### config.mk
export PLATFORM = sky130hd
export DESIGN_NAME = pc_unit
export DESIGN_NICKNAME = d
export VERILOG_FILES = /design/src/rtl/pc_unit.sv
export SDC_FILE = /design/constraint.sdc
export NUM_CORES = 1
export LEC_CHECK = 0
export ABC_AREA = 0
export BUFFER_PORTS_ARGS = -buffer_cell sky130_fd_sc_hd__buf_4
export CAP_MARGIN = 20
export CORE_MARGIN = 2
export CORE_UTILIZATION = 45
export CTS_BUF_LIST = sky130_fd_sc_hd__clkbuf_8 sky130_fd_sc_hd__clkbuf_16
export CTS_CLUSTER_DIAMETER = 40
export CTS_CLUSTER_SIZE = 40
export DETAILED_ROUTE_END_ITERATION = 16
export GPL_TIMING_DRIVEN = 0
export HOLD_SLACK_MARGIN = 0.05
export PLACE_DENSITY = 0.74
export SLEW_MARGIN = 20
export SYNTH_ARGS = -nofsm -noshare
export SYNTH_HDL_FRONTEND = slang
export SYNTH_SLANG_ARGS = --single-unit
### constraint.sdc
create_clock -name clk_2 -period 4.5 [get_ports clk_2]
set_input_delay 0.9 -clock clk_2 [delete_from_list [all_inputs] [get_ports clk_2]]
set_output_delay 0.9 -clock clk_2 [all_outputs]
set_load 0.01 [all_outputs]
### src/rtl/pc_unit.sv
// Program counter with absolute load, relative branch and increment.
// Latency: one clk_2 falling edge per command; a page-crossing relative branch takes one extra fixup edge.
// Backpressure: busy is high during the fixup edge, and all commands are ignored while it is high.
//
// Ports:
//   clk_2        phase-2 clock; all state changes on its falling edge
//   rst          asynchronous active-high reset
//   data_bus     byte for the low latch, the absolute high byte or the signed relative offset
//   lower_byte   capture data_bus into the low-byte latch
//   branch       pc <= {data_bus, latch}
//   rel_branch   pc <= pc + sign-extended data_bus (low byte first, high byte fixed up next edge)
//   pc_increment pc <= pc + 1
//   pc           current program counter (register output)
//   busy         high while the page-cross fixup edge is pending
//   page_cross   high for the single cycle in which the fixup is pending
module pc_unit #(
  parameter logic [15:0] RESET_VECTOR = 16'hFFFC
) (
  input  logic        clk_2,
  input  logic        rst,
  input  logic [7:0]  data_bus,
  input  logic        lower_byte,
  input  logic        branch,
  input  logic        rel_branch,
  input  logic        pc_increment,
  output logic [15:0] pc,
  output logic        busy,
  output logic        page_cross
);

  typedef enum logic {
    IDLE  = 1'b0,
    FIXUP = 1'b1
  } state_t;

  state_t     state;
  logic [7:0] low_latch;
  logic       fix_down;   // high byte must be decremented (backward branch) rather than incremented

  // 8-bit add of the offset onto the low byte; bit 8 is the carry out.
  logic [8:0] low_sum;
  logic       crosses;

  assign low_sum = {1'b0, pc[7:0]} + {1'b0, data_bus};
  // A forward offset crosses when it carries; a backward (negative) offset crosses when it does not.
  assign crosses = data_bus[7] ^ low_sum[8];

  always_ff @(negedge clk_2 or posedge rst) begin
    if (rst) begin
      state      <= IDLE;
      pc         <= RESET_VECTOR;
      low_latch  <= 8'h00;
      fix_down   <= 1'b0;
      busy       <= 1'b0;
      page_cross <= 1'b0;
    end else begin
      case (state)
        IDLE: begin
          if (branch) begin
            // The latch keeps its old value even if lower_byte is also asserted.
            pc <= {data_bus, low_latch};
          end else begin
            if (lower_byte) begin
              low_latch <= data_bus;
            end
            if (rel_branch) begin
              pc[7:0] <= low_sum[7:0];
              if (crosses) begin
                state      <= FIXUP;
                fix_down   <= data_bus[7];
                busy       <= 1'b1;
                page_cross <= 1'b1;
              end
            end else if (pc_increment) begin
              pc <= pc + 16'd1;
            end
          end
        end

        FIXUP: begin
          // Commands are deliberately ignored here.
          if (fix_down) begin
            pc[15:8] <= pc[15:8] - 8'd1;
          end else begin
            pc[15:8] <= pc[15:8] + 8'd1;
          end
          state      <= IDLE;
          busy       <= 1'b0;
          page_cross <= 1'b0;
        end

        default: begin
          state      <= IDLE;
          busy       <= 1'b0;
          page_cross <= 1'b0;
        end
      endcase
    end
  end

endmodule

==> Word-level counts from Yosys, hierarchy flattened <==
Cells that the tools add are included.
{ "word_totals": {"reg_bits": 27, "input_bits": 14, "output_inout_bits": 18, "elab_cells": 38} }
{ "op_classes": {"n_addsub": 4, "n_eq_ne": 5, "n_mux": 14, "bitwise_logic": 3, "n_reduce_logical": 6} }
{ "op_table": {"columns": ["op", "count"], "rows": [
  ["16-bit 2-to-1 mux", 2],
  ["8-bit 2-to-1 mux", 3],
  ["16-bit by 1-bit adder with 16-bit output (second input constant)", 1],
  ["8-bit one-hot mux with 2 select lines", 1],
  ["8-bit by 8-bit adder with 9-bit output", 1],
  ["8-bit by 1-bit adder with 8-bit output (second input constant)", 1],
  ["8-bit by 1-bit subtractor with 8-bit output (second input constant)", 1],
  ["1-bit 2-to-1 mux", 6],
  ["2-bit inequality test (second input constant)", 3],
  ["3-bit inequality test (second input constant)", 2],
  ["3-bit AND reduction", 2],
  ["1-bit one-hot mux with 2 select lines", 2],
  ["2-bit AND reduction", 2],
  ["4-bit AND reduction", 1],
  ["3-bit nonzero test", 1],
  ["1-bit inverter", 2],
  ["1-bit bitwise XOR", 1]
]} }

==> Depth between registers and ports, before layout <==
Gate-level depths: netlist of run 1.
{ "depth": {"depth_word": 6, "ltp_mapped": 7, "depth_no_buf": 7} }

==> results of run 1 <==
[critical path: stages]
cell and delay (ps):
buf_8 100, ha_4 150, fa_2 350, a21o_1 200, a221o_1 360, o41ai_4 330, xnor2_1 130, a32o_2 270
[metal layers]
| metal | share of wire | global-route usage | up-vias |
|---|---|---|---|
| met3 | 0.064 | 0.0271 | 4 |
| met2 | 0.46 | 0.349 | 74 |
| met4 | 0.0093 | 0.0694 | 0 |
| li1 | - | - | 1043 |
| met1 | 0.47 | 0.337 | 1015 |
| met5 | 0 | 0 | - |
[sequential cells by signal, indices dropped and copies added, names as in the netlist]
| register | flops |
|---|---|
| pc | 16 |
| low_latch | 8 |
| page_cross | 1 |
| fix_down | 1 |
| state | 1 |
[what timing repair did]
action                                  CTS  global route
resized for setup                         3             5
hold buffers                              0             0
hold endpoints to repair                  0             0
pin swaps                                 3             3
endpoints found under the setup margin    4             6
buffers inserted                          3             2
[stage by stage]
stage | area (µm²) | hold slack, ps
2_1_floorplan | 2240 | 410
5_1_grt | 2710 | 435
4_1_cts | 2680 | 431
3_5_place_dp | 2550 | 430
6_report | 2710 | 427
3_3_place_gp | 2550 | 421
[Yosys cell counts, types with 2 or more instances]
cell and number:
a2111oi_0 2, a211o_1 2, a211oi_1 4, a21o_1 3, a21oi_1 19, and2_1 3
and3_1 5, and4_1 3, clkbuf_1 8, dfrtn_1 13, dfstp_2 14, fa_1 2
ha_1 15, inv_1 12, mux2_1 8, mux2i_1 4, nand2_1 14, nand2b_1 3
nand3_1 3, nand4_1 4, nor2_1 15, nor2b_1 5, nor3_1 7, nor4_1 3
o2111ai_1 2, o211ai_1 3, o21a_1 3, o21ai_0 9, o21ai_1 10, o31a_1 3
o31ai_1 5, or3_1 3, xnor2_1 8, xor2_1 6
[logic make-up (layout without fill, tap and decap cells)]
logic type | after synthesis | after routing | share of synthesized area
AO/OA/AOI/OAI | 80 | 80 | 0.250
buffers and inverters | 23 | 75 | 0.0411
AND/OR/NAND/NOR | 74 | 74 | 0.181
flip-flops | 27 | 27 | 0.312
adder cells (fa/ha/maj) | 17 | 17 | 0.102
XOR/XNOR | 14 | 14 | 0.0552
multiplexers | 12 | 12 | 0.0586
[layout make-up]
type                    instances  area share
repair buffers                 36       0.102
flip-flops and latches         27       0.255
inverters                      12      0.0166
clock buffers                   3      0.0152
clock inverters                15      0.0207
plain buffers                   9      0.0143
multi-input cells             197       0.544
well taps                      67      0.0309
[power groups by stage]
stage	Combinational, mW	Clock [mW]	Sequential (mW)
final	1.00	0.192	0.529
after global placement	0.924	0.0204	0.526
after global routing	1.10	0.214	0.547
after CTS	0.968	0.197	0.525
after floorplan	0.653	0.0204	0.522
after detailed placement	0.944	0.0204	0.528
[worst max path at each step]
| stage | end | slack (ps) | depth (start not counted) |
|---|---|---|---|
| finish | page_cross$_DFFE_NP0P_ | -400 | 8 |
| global route | page_cross$_DFFE_NP0P_ | -430 | 8 |
| CTS | page_cross$_DFFE_NP0P_ | -390 | 8 |
| detailed placement | page_cross$_DFFE_NP0P_ | -740 | 8 |
| global placement | page_cross$_DFFE_NP0P_ | -730 | 8 |
| floorplan | page_cross$_DFFE_NP0P_ | -420 | 7 |
==> flow_summary.toml, run 1 <==
[outcome]
status = "complete, but fails checks"
violations = "setup timing"

[pwr]
power_mw = 1.73
leakagePower_nw = 1.22
clock_power_share = 0.111
p_per_area_mw_per_mm2 = 636
comb_power_share = 0.582
ir_drop_uv = 286
switching_share = 0.448
cellInternalPower_mw = 0.953
switching_power_mw = 0.773
power_frac_seq = 0.307

[cts]
clock-sinks = 27
clock_latency_ps = 350
cts_tree = "built"
cts-root-buf = "clkbuf_8"
numCtsBuffers = 3
cts_htree_levels = 1
clkSlewWorstSetupHoldPaths_ps = 70
cts.path.max_buffers = 2

[finish]
fin_nets = 331
layout-drive-gt1-share = 0.227
fillers = 450
final_util = 0.571
multi_input_area_mm2 = 0.00148
syn_to_final_growth_pct = 22.1
final_cell_mix = "36 x buf_4, 25 x inv_1, 19 x a21oi_1"
final_cells = 366
final_common_cell = "buf_4"
seqCellArea_um2 = 693
n_antenna_cell = 0

[global_route]
antenna_found_initial = 0
grt_pass1_wl_um = 9530
grt_start_max_net_pins = 28
grt_pass1_vias = 1894
grt.total_usage = 0.227
grt-ovfl-total = 0

[setup_path]
critPathKind = "input pin to register"
reg2reg_slack_ps = 2020
end_kind = "register"
path_max_fanout = 2
startpoint = "data_bus[0]"
crit_arrival_ps = 2790
r2r_end = "page_cross$_DFFE_NP0P_"
rr_worst_depth = 7
crit_path_start_kind = "input pin"
required_ps = 2390
timing.rr.start = "pc[0]$_DFFE_NP0P_"

[timing]
hold_violations = 0
tns_ps = -938
tightest_slew_ps = 588
skew_ps = 70.1
final_max_slew_viol_count = 0
worst_slack_ps = -401
rsz0062_at_grt = "yes"
relSlewSlack = 0.607
setup_violations = 4

[yosys]
synth-edff-count = 0
synth.avg_cell_area_um2 = 9.00
synth_top_area_cell = "dfstp_2"
synth_top_cell_area_share = 0.166
yosys-top-cells-area = "dfstp_2 17%, dfrtn_1 15%, ha_1 8.4%"
ys_ff_latch = 27
synth_area_mm2 = 0.00222
ys_async_sr_fraction = 1.00
ys.flop_type = "dfstp_2"
synthCells = 247
ys_types = 58
ys_warn_count = 0
syn-num-nets = 278
ys_seq_area_frac = 0.312

[min_path]
worstHoldPathType = "register to register"
hold_depth = 1
holdCritStartpoint = "low_latch[0]$_DFFE_NP0P_"
worstHoldEndpoint = "low_latch[0]$_DFFE_NP0P_"

[drt]
drtIter0Drc = 154
first_pass_iters = 4
via_per_inst = 5.84
antenna_left = 0
dr_total_vias = 2136
drc = 0
wl_um = 6000
wl_per_cell_um = 16.4

[place]
dp_cells = 345
place.port_buffers = 31
dpl.hpwl_um = 4390
place.gp.congestion = 0.906
detailedPlace.worstSlack_ps = -744

[floorplanning]
initial_core_util = 0.467
die_w_um = 74.3
fp.dieH_um = 74.3
dieArea_mm2 = 0.00552
coreArea_mm2 = 0.00475
row_count = 25
io_pins = 32

[flow_run]
maxCapViolations = 0
(Power assumes the default switching activity.)
==> run 2: changes to the inputs <==
Settings changed: CORE_UTILIZATION 45 to 52, PLACE_DENSITY 0.74 to 0.85.
Clock period 4.5 ns to 4.2 ns, I/O delays scaled along.
==> flow_summary.toml, run 2 (synthesis results as in run 1) <==
[outcome]
status = "complete, but fails checks"
violations = "setup timing"

[global_route]
grt-ovfl-total = 0
antenna_found_initial = 0
grt.total_usage = 0.246
grt_pass1_wl_um = 9720
grt_pass1_vias = 1991
grt_start_max_net_pins = 28

[drt]
drc = 0
wl_per_cell_um = 17.5
wl_um = 6120
drtIter0Drc = 221
via_per_inst = 6.37
first_pass_iters = 5
antenna_left = 0
dr_total_vias = 2228

[setup_path]
path_max_fanout = 2
required_ps = 2240
path_cells = "buf_8 > ha_4 > fa_2 > a21o_1 > a221o_1 > o41ai_4 > xnor2_1 > a32o_2"
crit_arrival_ps = 2710
end_kind = "register"
critPathKind = "input pin to register"
critPathSlowestCell = "a221o_1"
reg2reg_slack_ps = 1740
slowest_delay_ps = 360
crit_path_start_kind = "input pin"

[timing]
skew_ps = 67.3
worst_hold_slack_ps = 433
final_max_slew_viol_count = 0
relSlewSlack = 0.371
tightest_slew_ps = 937
hold_violations = 0
worst_slack_ps = -469
setup_violations = 4
rsz0062_at_grt = "yes"

[cts]
cts.path.max_buffers = 2
cts_hold_buffers = 0
clkSlewWorstSetupHoldPaths_ps = 70
clock-sinks = 27
cts-root-buf = "clkbuf_8"
clock_latency_ps = 350
cts_tree = "built"
numCtsBuffers = 3
cts_htree_levels = 1

[floorplanning]
initial_core_util = 0.548
row_count = 23
io_pins = 32
coreArea_mm2 = 0.00406
fp.dieH_um = 69.4
dieArea_mm2 = 0.00481
die_w_um = 69.4

[finish]
fin_nets = 332
syn_to_final_growth_pct = 22.6
reg.largest.list = "pc x16, low_latch x8"
final_cell_mix = "37 x buf_4, 24 x inv_1, 19 x a21oi_1"
largest_reg_flops = 16
final_common_cell = "buf_4"
top_register = "pc"
layout-drive-gt1-share = 0.240
n_antenna_cell = 0

[min_path]
worstHoldPathType = "register to register"

[pwr]
ir_drop_uv = 434
p_per_area_mw_per_mm2 = 693
power_mw = 1.89
leakagePower_nw = 1.22

[place]
place.gp.congestion = 0.965
place.port_buffers = 31
dpl.hpwl_um = 4490

[flow_run]
maxCapViolations = 0
## run 2: path summary, 6_finish.rpt
check / from / cells after the start / end
setup / recovery: data_bus[0] / 8 / page_cross$_DFFE_NP0P_
hold / removal: low_latch[5]$_DFFE_NP0P_ / 1 / low_latch[5]$_DFFE_NP0P_
setup reg to reg: pc[0]$_DFFE_NP0P_ / 7 / page_cross$_DFFE_NP0P_
hold reg to reg: low_latch[5]$_DFFE_NP0P_ / 1 / low_latch[5]$_DFFE_NP0P_
max in group asynchronous: rst / 2 / pc[6]$_DFFE_NP1P_
min in group asynchronous: rst / 2 / page_cross$_DFFE_NP0P_
## run 2: power by group
group / total [mW] / switching, mW / internal [mW]
clock network: 0.210 / 0.124 / 0.0854
registers: 0.570 / 0.160 / 0.410
logic: 1.11 / 0.561 / 0.547
total: 1.89 / 0.845 / 1.04
## run 2: metrics by stage
step                      cells  instance area (µm²)  utilization  setup slack [ps]  setup TNS, ps
after global placement      328                 2530        0.624              -829          -6560
after detailed placement    328                 2530        0.624              -831          -6800
after floorplan             247                 2240            -              -512          -1320
final                       350                 2730        0.672              -469          -1300
after CTS                   349                 2680        0.661              -443          -1090
after global routing        350                 2730        0.672              -541          -1550
## run 2: layout make-up
class,count,area (µm²)
repair buffers,37,285
fillers,343,1330
inverters,12,45.0
clock inverters,15,58.8
plain buffers,9,38.8
well taps,50,62.6
flip-flops and latches,27,693
clock buffers,3,41.3
multi-input cells,197,1500
## run 2: layer usage
metal / wire length (µm) / track usage / vias to the layer above
met4: 97 / 0.0392 / 0
met1: 2700 / 0.375 / 1074
met3: 504 / 0.0422 / 15
met5: 0 / 0 / -
met2: 2820 / 0.372 / 109
li1: - / - / 1030
## run 2: repair_timing
| item | 4_1_cts | 5_1_grt |
|---|---|---|
| pin swaps | 3 | 4 |
| gates resized for setup | 6 | 4 |
| setup endpoints to repair | 5 | 18 |
| buffers inserted | 4 | 2 |
## run 2: critical path: cells and delay by family
kind                       cells  cell delay (ps)
AOI/OAI and AO/OA              4             1130
adders and majority gates      2              500
buffers and inverters          1              100
xor gates and xnor gates       1              130
